==> src/rtl/if0_pc_gen.sv <==
// if0_pc_gen: fetch PC generator (redirects, next-line prediction, MIPS delay-slot handling); prediction enabled by IF0_NLP_PREDICT_EN.
module if0_pc_gen #(
  parameter logic [31:0] RESET_PC = 32'hBFC0_0000
) (
  input  logic        clk,
  input  logic        rst,
  input  logic        flush,
  input  logic        if1_ready,
  input  logic        backend_redir_valid,
  input  logic [31:0] backend_redir_target,
  input  logic        if3_redir_valid,
  input  logic [31:0] if3_redir_target,
  input  logic        nlp_valid0,
  input  logic        nlp_taken0,
  input  logic [31:0] nlp_target0,
  input  logic [1:0]  nlp_bim0,
  input  logic        nlp_valid1,
  input  logic        nlp_taken1,
  input  logic [31:0] nlp_target1,
  input  logic [1:0]  nlp_bim1,
  output logic [31:0] pc,
  output logic        fetch_valid,
  output logic [1:0]  fetch_mask,
  output logic [1:0]  pred_taken,
  output logic [31:0] pred_target,
  output logic [1:0]  pred_bim0,
  output logic [1:0]  pred_bim1
);
  typedef enum logic {RUN, DS_PENDING} state_e;
  state_e      state_q, state_d;
  logic [31:0] pc_q, pc_d, tgt_q, tgt_d, seq_pc;
  logic        fv_q, fv_d, hit0, hit1;
  assign pc          = pc_q;
  assign fetch_valid = fv_q;
  assign fetch_mask  = state_q == DS_PENDING ? 2'b01 : pc_q[2] ? 2'b10 : 2'b11;
  assign seq_pc      = {pc_q[31:3] + 29'd1, 3'b000};
  assign pred_taken  = {hit1, hit0};
`ifdef IF0_NLP_PREDICT_EN
  // hit1 is a last-slot hit: slot1 of a full group, or the lone slot of an odd-word group
  assign hit0 = fv_q && state_q == RUN && !pc_q[2] && nlp_valid0 && nlp_taken0;
  assign hit1 = fv_q && state_q == RUN && !hit0 &&
                (pc_q[2] ? nlp_valid0 && nlp_taken0 : nlp_valid1 && nlp_taken1);
  assign pred_target = hit0 || (hit1 && pc_q[2]) ? nlp_target0 : hit1 ? nlp_target1 : '0;
  assign pred_bim0   = fv_q && fetch_mask[0] ? nlp_bim0 : '0;
  assign pred_bim1   = fv_q && fetch_mask[1] ? (pc_q[2] ? nlp_bim0 : nlp_bim1) : '0;
`else
  logic unused_nlp;
  assign unused_nlp  = ^{nlp_valid0, nlp_taken0, nlp_target0, nlp_bim0,
                         nlp_valid1, nlp_taken1, nlp_target1, nlp_bim1};
  assign hit0        = 1'b0;
  assign hit1        = 1'b0;
  assign pred_target = '0;
  assign pred_bim0   = '0;
  assign pred_bim1   = '0;
`endif
  always_comb begin
    pc_d    = pc_q;
    fv_d    = fv_q;
    state_d = state_q;
    tgt_d   = tgt_q;
    if (backend_redir_valid) begin
      pc_d    = backend_redir_target;
      fv_d    = 1'b1;
      state_d = RUN;
      tgt_d   = '0;
    end else if (flush) begin
      fv_d = 1'b0;
    end else if (if3_redir_valid) begin
      pc_d    = if3_redir_target;
      fv_d    = 1'b1;
      state_d = RUN;
      tgt_d   = '0;
    end else if (!fv_q) begin
      fv_d = 1'b1;
    end else if (if1_ready) begin
      if (state_q == DS_PENDING) begin
        pc_d    = tgt_q;
        state_d = RUN;
        tgt_d   = '0;
      end else if (hit0) begin
        pc_d = nlp_target0;
      end else if (hit1) begin
        pc_d    = seq_pc;
        state_d = DS_PENDING;
        tgt_d   = pred_target;
      end else begin
        pc_d = seq_pc;
      end
    end
  end
  always_ff @(posedge clk or posedge rst) begin
    if (rst) begin
      pc_q    <= RESET_PC;
      fv_q    <= 1'b0;
      state_q <= RUN;
      tgt_q   <= '0;
    end else begin
      pc_q    <= pc_d;
      fv_q    <= fv_d;
      state_q <= state_d;
      tgt_q   <= tgt_d;
    end
  end
endmodule

==> config.mk <==
export PLATFORM = sky130hd
export DESIGN_NAME = if0_pc_gen
export DESIGN_NICKNAME = d
export VERILOG_FILES = /design/src/rtl/if0_pc_gen.sv
export SDC_FILE = /design/constraint.sdc
export NUM_CORES = 1
export LEC_CHECK = 0
export ABC_AREA = 1
export CAP_MARGIN = 20
export CELL_PAD_IN_SITES_DETAIL_PLACEMENT = 1
export CELL_PAD_IN_SITES_GLOBAL_PLACEMENT = 1
export CORE_ASPECT_RATIO = 0.6
export CORE_MARGIN = 1
export CORE_UTILIZATION = 24
export DETAILED_ROUTE_END_ITERATION = 7
export PLACE_DENSITY = 0.88
export REMOVE_ABC_BUFFERS = 1
export SKIP_CTS_REPAIR_TIMING = 1
export SLEW_MARGIN = 20
export SYNTH_ARGS = -nofsm -noshare
export SYNTH_HDL_FRONTEND = slang
export SYNTH_SLANG_ARGS = --single-unit
export TNS_END_PERCENT = 20
==> constraint.sdc <==
create_clock -name clk -period 2.3 [get_ports clk]
set_input_delay 0.46 -clock clk [delete_from_list [all_inputs] [get_ports clk]]
set_output_delay 0.46 -clock clk [all_outputs]
set_load 0.05 [all_outputs]
Yosys cells after proc, flatten, opt, wreduce, memory -nomap -nowiden
Index checks and enable logic that the tools add are counted.

storage, ports and cells
  register bits after elaboration = 66
  bits of input ports = 142
  output and inout port bits = 73

operators by class
  $add $sub $neg = 1
  equality and inequality tests = 1
  mux-type cells = 21
  reduce and logical (&&, ||, !) cells = 5

operator list
  operator                 count
  $mux W32                 12
  $add A29 B1 Y29 const B  1
  $reduce_bool A3 Y1       3
  $mux W1                  8
  $reduce_and A4 Y1        1
  $reduce_and A3 Y1        1
  $mux W2                  1
  $ne A2 B1 Y1 const B     1

Logic depth before layout (Yosys ltp)
Gate-level depths: netlist (run 1).

  depth in word-level cells = 7
  mapped depth = 9
  mapped depth without buffers = 9

Worst setup path before layout (run 1)
OpenSTA, ideal clock, no wires.

  path type = register to register
  start = reg pc_q[3], in the netlist pc[3]
  end = reg pc_q[27], in the netlist pc[27]
  data arrival time = 1,677 ps
  data required time = 2,227 ps
  path slack = 550 ps
  cell stages (with the launch flop) = 10
  path buffers = 0
  path through = dfrtp_1 -> ha_1 -> nand2_2 -> nor2_4 -> nand2_4 -> nor2_4 -> nand2_1 -> nand2_1 -> nand3_1 -> a21oi_1

on the way
  cells in the longest elaborated chain, start to end = 7

ends and longest elaborated chain
  item                    RTL line  text
  start, declared         31        logic [31:0] pc_q, pc_d, tgt_q, tgt_d, seq_pc;
  start signal, assigned  98        pc_q <= pc_d;
  $add A29 B1 Y29         36        assign seq_pc = {pc_q[31:3] + 29'd1, 3'b000};
  $mux W32                76        if (state_q == DS_PENDING) begin
  $mux W32                75        end else if (if1_ready) begin
  $mux W32                73        end else if (!fv_q) begin
  $mux W32                68        end else if (if3_redir_valid) begin
  $mux W32                66        end else if (flush) begin
  $mux W32                61        if (backend_redir_valid) begin

No other way between the ends. The select of a mux whose other input is x is not followed.
A chain may end at the register's enable or synchronous reset.

Final worst setup path (run 1)
  start = reg pc_q[26], in the netlist pc[26]
  end = out pc[26]

RTL lines
  item           RTL line  text
  end, declared  21        output logic [31:0] pc,

No word-level cell between the ends.

==> flow_results.org, run 1 <==
** STA
- Unrepaired setup endpoints after global routing :: false
- Final clock period utilization by the worst path :: a little over nine tenths
- On the final layout, the worst clock skew is around 0.008 ns.
- The number of hold violations in the final report came to 0.
- Post-layout minimum cycle time :: around 2.2 ns
- Setup violations remaining at the end of the flow were counted as 0.
- At the pin with the least slew margin, the transition time is 0.545 ns.
- Headroom to the max-slew limit :: a little under two thirds
- For the final routed database, the setup TNS stands at 0 ns.
- Static timing analysis puts the maximum clock frequency at 457 MHz.
- Max-slew violation total from the final report :: 0
- Minimum hold slack :: ~0.51 ns

** Global route
- M1 GR Usage :: a little over a fifth
- Largest net degree at the start of global routing :: 34
- Remaining Overflow, GRT :: 0
- Global-route wire length before repair :: ~16 mm
- For this run, global-route usage on met3 was measured as a little under 4%.
- Antenna violations before repair :: 0
- For this run, global-route usage on met2 was measured as approximately 29%.
- In this run the most used layer during global routing was met2.
- Global routing usage summed across all routing layers :: 17.1%
- Vias in the first global route :: 3129

** Synthesis
- The synthesized netlist occupies a cell area of between 0.002 and 0.003 sq mm.
- Number of register bits inferred by synthesis :: 33
- Synthesized instance count :: around 400
- Counting distinct cell types in the post-synthesis netlist gives 32.
- Averaged over all synthesized cells, the footprint is around 7.0 sq um.
- Portion of the post-synthesis area used by sequential elements :: 29.9%
- Number of warnings reported in the yosys synthesis log :: 0

** Clock tree
- The H-tree was split into 2 levels.
- Clock edge transition at the registers on the reported setup and hold paths :: 0.06 ns
- Worst skew pair latency :: 0.29 ns
- Clock net sink count :: 33
- TritonCTS built the clock tree.
- Cell chosen for the clock root :: sky130_fd_sc_hd__clkbuf_16
- Clock Tree Buf Depth :: 2
- Inserted Clock Buffers :: 5

** Critical path
- The worst setup path is launched from a flop.
- Maximum fanout encountered on the critical timing path :: 7
- WP buf/inv :: 1
- Following the worst setup path forward leads to its endpoint at pc[26].
- CP cell instances :: clkdlybuf4s50_1
- Cell with the biggest individual delay on the critical path :: sky130_fd_sc_hd__clkdlybuf4s50_1
- Family with the most delay on the worst path :: buffers and inverters
- Tracing the worst setup path back leads to its startpoint at pc[26].
- In this run the number of cells on the critical path is 1.
- Data on the critical path is required at its endpoint by roughly 1.8 ns.
- In this design, the stage delay of the slowest critical-path cell is 0.83 ns.
- Reg-to-reg critical path startpoint :: pc[3]
- The worst setup path is of the reg -> out kind.
- Data on the critical path arrives at its endpoint at ~1.7 ns.
- Type of destination of the critical path :: primary output
- The number of cells on the worst reg-to-reg path is 9.
- Register-to-register setup slack :: between 0.6 and 0.7 ns
- In this run the critical register-to-register path is captured at pc[31].

** Power
- In this run switching power makes up 41.0% of total power.
- Share of total power in sequential cells :: 28.3%
- Cell internal power was estimated by the tool at approximately 1.7 mW.
- The analysis attributes to net switching a power of around 1.2 mW.
- Standby leakage power :: roughly 1.7 nW
- Power density relative to cell area :: just over 700 mW/mm^2
- The worst-case IR drop observed on VDD is between 200 and 300 uV.
- Combinational cells account for roughly two fifths of the total power.
- Clk network pwr share :: about 31%

** Floorplan
- From left edge to right edge, the die measures 141 microns.
- Die area :: approximately 0.012 sq mm
- DIE HEIGHT :: between 80 and 90 microns
- Standard-cell row count :: 30
- Top Ports :: roughly 220
- The initial utilization of the core area, before any placement, comes to approximately a quarter.
- The core region is approximately 0.011 sq mm.

** Final layout
- Across the whole layout, storage elements account for around 840 sq um.
- Count of fill cells added during filler insertion :: 1406
- The multi-input combinational cells in the finished layout cover a total of 0.00162 sq mm.
- Post-synthesis to final-layout area growth :: 47.4%
- Share of cells above drive strength 1 :: between 10% and 20%
- Antenna fix cells :: 0
- The count of cells in the finished layout, fillers not included, comes to 667.
- Net total in the final layout :: around 650

** Placed design
- Port bufs :: between 100 and 150
- Once detailed placement completed, the half-perimeter wirelength came to approximately 8 mm.
- RePlAce Congestion :: a little under 0.9
- Counting tap cells, the placed design contains a total of about 660 instances.

** Drt
- For this block, the routed nets add up to ~10 mm of wire.
- Dividing the detail-routed via count by the number of cells gives about 4.5.
- Number of nets still failing antenna checks after routing :: 0
- Count of TritonRoute iterations in the first routing pass :: 4
- The detailed router placed 2998 vias in this run.
- After detailed routing, the number of remaining DRC violations is 0.
- Wirelength per Cell :: around 15 microns
- Initial drt markers :: between 100 and 150

** Worst hold path
- In this run the most critical hold path is launched from pc[1].
- In this run the worst hold path is classified as reg -> reg.

** Job
- Across the run, the number of max-cap violations was 0.

** Status
- Status :: finished, final reports clean
-- how the worst min path moves through the flow --
stage	to	slack, ns	depth (start not counted)
global route	pc[1]	0.53	2
detailed placement	pc[1]	0.50	2
CTS	pc[1]	0.51	2
floorplan	fetch_valid	0.57	1
finish	pc[1]	0.51	2
global placement	pc[0]	0.47	2
-- registers in the layout, summed over array words and instances (netlist names) --
signal	count
fetch_valid	1
pc	32
-- power groups by stage --
| stage | registers [mW] | clock network [mW] | logic (mW) |
|---|---|---|---|
| floorplan | 1.10 | 0 | 0.441 |
| global placement | 0.822 | 0 | 1.17 |
| detailed placement | 0.833 | 0 | 1.19 |
| CTS | 0.824 | 0.912 | 1.20 |
| global route | 0.845 | 0.929 | 1.26 |
| finish | 0.823 | 0.896 | 1.19 |
-- kinds of logic after synthesis --
logic type,synth area share (%)
other,0.269
buffers and inverters,17.1
XOR/XNOR,1.25
flip-flops,29.9
AND/OR/NAND/NOR,33.8
AO/OA/AOI/OAI,17.1
adder cells (fa/ha/maj),0.448
-- synth_stat cells, drive strengths merged --
cell | number | share of area, %
conb | 2 | 0.27
o21ai | 18 | 3.2
a21oi | 21 | 3.8
o21bai | 2 | 0.54
xnor2 | 2 | 0.63
nor2 | 68 | 12
nand2 | 104 | 15
dfrtp | 24 | 21
and2 | 3 | 0.67
a22oi | 5 | 1.3
a22o | 7 | 2.2
xor2 | 2 | 0.63
dfstp | 9 | 8.5
ha | 1 | 0.45
nor3 | 1 | 0.18
or2 | 1 | 0.22
nand3b | 3 | 0.81
inv | 26 | 3.5
a221oi | 16 | 5.0
nand3 | 27 | 4.8
a31oi | 2 | 0.45
buf | 52 | 13
a41oi | 2 | 0.63
clkbuf | 3 | 0.40
-- cell type report --
cell class / instances / share of cell area [%]
inverters: 26 / 2.37
clock buffers: 5 / 3.04
repair buffers: 116 / 28.5
flip-flops and latches: 33 / 20.3
clock inverters: 3 / 1.58
multi-input cells: 324 / 39.3
well taps: 160 / 4.86
-- through the flow --
stage          instance area, sq um  utilization [%]  total power [mW]  setup WS [ns]
2_1_floorplan                  2550                -              1.54          0.470
3_3_place_gp                   3930             34.7              1.99         0.0973
3_5_place_dp                   3930             34.7              2.03       -0.00312
4_1_cts                        4120             36.3              2.93         0.0995
5_1_grt                        4120             36.3              3.04         0.0787
6_report                       4120             36.3              2.91          0.114
-- metal layers --
layer,wire [microns],vias up
met3,623,8
met4,92,0
met1,4600,1434
li1,-,1462
met2,4690,94
met5,0,-
-- layout by cell type (no fill, tap or decap), drive strengths merged --
| cell type | Yosys | final |
|---|---|---|
| a21oi | 21 | 21 |
| a221oi | 16 | 16 |
| a22o | 7 | 7 |
| a22oi | 5 | 5 |
| a31oi | 2 | 2 |
| a41oi | 2 | 2 |
| and2 | 3 | 3 |
| buf | 52 | 14 |
| bufinv | 0 | 2 |
| clkbuf | 3 | 5 |
| clkdlybuf4s50 | 0 | 102 |
| clkinv | 0 | 1 |
| conb | 2 | 39 |
| dfrtp | 24 | 24 |
| dfstp | 9 | 9 |
| ha | 1 | 1 |
| inv | 26 | 26 |
| nand2 | 104 | 104 |
| nand3 | 27 | 27 |
| nand3b | 3 | 3 |
| nor2 | 68 | 68 |
| nor3 | 1 | 1 |
| o21ai | 18 | 18 |
| o21bai | 2 | 2 |
| or2 | 1 | 1 |
| xnor2 | 2 | 2 |
| xor2 | 2 | 2 |
-- tightest hold or removal path, stage by stage, from the launching register on --
cell	delay (ns)
sky130_fd_sc_hd__dfrtp_1	0.35
sky130_fd_sc_hd__nand2_1	0.05
sky130_fd_sc_hd__o21ai_0	0.07
Note: power is estimated with default switching activity, not from simulation.
==> run 2: changes to the inputs <==
Settings changed: PLACE_DENSITY 0.88 to 0.95.
==> run 2 against run 1 <==
Against the previous run:
- global-route usage rose by 0.092 points
- register-to-register slack hardly changed
- combinational power is essentially flat
- critical path depth did not move
- sequential power about the same
- clock-buffer cell count increased by 2
- utilization shrank 0.53 points
- largest power group unchanged
- worst hold slack better by 0.0068 ns
- via count up 0.13%
- clock skew about the same
==> flow_results.org, run 2 (same netlist as run 1, synthesis figures left out) <==
** Floorplan
- CORE AREA :: 0.0113 sq mm
- Die X-Extent :: roughly 140 microns
- The die covers about 0.012 sq mm.
- Top Ports :: around 220
- The floorplan has 30 rows.
- Once the floorplan was initialized, standard cells occupied 24.7% of the core.
- Measured along the y axis, the die boundary spans 85.6 microns.

** STA
- Final clock period utilization by the worst path :: a little over nine tenths
- The number of hold violations in the final report was 0.
- Setup violations remaining at the end of the flow were counted as 0.
- Slack of the critical path :: roughly 0.11 ns
- Unrepaired setup endpoints after global routing :: false
- Minimum hold slack :: 0.512 ns
- Worst Skew :: between 0.008 and 0.009 ns
- The final number of max-transition violations is 0.
- Measured slew at the worst slew-check pin :: 0.551 ns
- The worst pin sits at a relative slew slack of a little over three fifths.
- Achievable frequency :: around 460 MHz
- After layout, the minimum clock period comes to between 2 and 2.5 ns.
- Adding up every negative setup slack in the final design gives 0 ns.

** Critical path
- Arrival time reported for the critical path endpoint :: between 1.5 and 2 ns
- Together, buffers and inverters on the worst path number 1.
- Broken down by cell family, the worst path's largest delay share belongs to buffers and inverters.
- Kind of start point of the critical path :: flop
- The worst setup path is captured at a primary output.
- Of all nets on the critical path, the largest fanout is 7.
- Category of the most critical setup path :: reg -> out
- Critical path's largest stage delay :: about 0.83 ns
- The slowest stage of the critical path is the sky130_fd_sc_hd__clkdlybuf4s50_1 cell.
- Data on the critical path is required at its endpoint by around 1.8 ns.
- The critical path goes through clkdlybuf4s50_1.

** Drt
- Summing over every cut layer, the via total after detailed routing is 3002.
- Initial drt markers :: 85
- Number of nets still failing antenna checks after routing :: 0
- Vias per inst :: 4.47
- The first TritonRoute pass finished after 4 iterations.
- WL final :: 10.1 mm
- Dividing the detail-routed wire length by the instance count gives roughly 15 microns.
- Post-route DRC violation count :: 0

** Global route
- Routing usage on met2 :: around 29%
- Entering global routing, the biggest net connects 34 pins.
- met2 is the most crowded layer.
- Global routing used under 10% of the available met3 tracks.
- M1 GR Usage :: 21.9%
- Vias in the first global route :: 3101
- The number of antenna violations at the first check in global routing was 0.
- Summed over all layers, the global routing overflow is 0.
- Global-route wire length before repair :: approximately 16 mm
- In the global route stage, overall resource usage came out at 17.2%.

** Clock tree
- Clock net sink count :: 33
- Inserted Clock Buffers :: 5
- CTS tree :: yes
- Clock Tree Buf Depth :: 2
- Worst skew pair latency :: between 0.2 and 0.3 ns
- H-tree lvl count :: 2
- Cell chosen for the clock root :: sky130_fd_sc_hd__clkbuf_16
- Clock edge transition at the registers on the reported setup and hold paths :: ~0.06 ns

** Power
- The worst-case IR drop observed on VDD is 250 uV.
- The analysis attributes to cell leakage a power of ~1.7 nW.
- Summing internal, switching and leakage power gives about 2.7 mW.
- In this run the power density over the cells is approximately 660 mW/mm^2.

** Final layout
- Post-synthesis to final-layout area growth :: 45.3%
- Most frequent standard cell in the layout excluding fill and tap cells :: sky130_fd_sc_hd__clkdlybuf4s50_1
- The register with the most flip-flops in the layout has 32 of them.
- The repair_antennas step left the layout with diodes totalling 0.
- The net count of the finished layout is about 650.
- Measured on the finished design, the core utilization comes to roughly 36%.
- Leaving out fill and tap cells, the most frequent cells in the layout are 102 x sky130_fd_sc_hd__clkdlybuf4s50_1, 97 x sky130_fd_sc_hd__nand2_1, 52 x sky130_fd_sc_hd__nor2_1.
- Share of cells above drive strength 1 :: 11.7%

** Placed design
- Detailed placement finished with a half-perimeter wire length of about 8.0 mm.
- RePlAce Congestion :: between 0.8 and 0.9
- Port bufs :: 103
- Worst setup slack after placement :: 0.00974 ns

** Job
- Max cap viols :: 0

** Worst hold path
- Tightest Hold Check Type :: reg -> reg

** Status
- Status :: finished, final reports clean
run 2: power by group:
part           leakage (nW)  switching (mW)  internal, mW
clock network        0.0679           0.264         0.400
logic                  1.27           0.777         0.405
registers             0.380           0.137         0.687
run 2: routing by layer:
layer  part of all wire, %  wire [microns]  vias to the layer above
met5                     0               0                        -
met4                   1.4             143                        0
met3                   5.8             587                       12
met2                    46            4660                       75
met1                    47            4740                     1447
li1                      -               -                     1468
run 2: path summary, 6_finish.rpt:
kind                            startpoint     end  slack (ns)  depth (start not counted)
worst min register to register       pc[1]   pc[1]        0.51                          2
max in group asynchronous              rst  pc[24]        1.35                          3
worst max-delay path                pc[26]  pc[26]        0.11                          1
min in group asynchronous              rst   pc[1]        0.60                          3
worst min-delay path                 pc[1]   pc[1]        0.51                          2
worst max register to register       pc[3]  pc[31]        0.65                          9
run 2: cell type report:
class	instances	area, sq um
inverters	26	97.6
fillers	1419	7280
flip-flops and latches	33	837
clock buffers	7	133
repair buffers	120	1170
clock inverters	1	5.00
multi-input cells	324	1620
well taps	160	200
run 2: through the flow:
stage / cell area (sq um) / instances
2_1_floorplan: 2550 / 383
3_3_place_gp: 3920 / 663
3_5_place_dp: 3920 / 663
4_1_cts: 4060 / 671
5_1_grt: 4060 / 671
6_report: 4060 / 671
==> run 3: changes to the inputs <==
Settings changed: TNS_END_PERCENT 20 to 1.
==> results of run 3 <==
The final DEF is identical to that of run 2; final timing and power are the same.
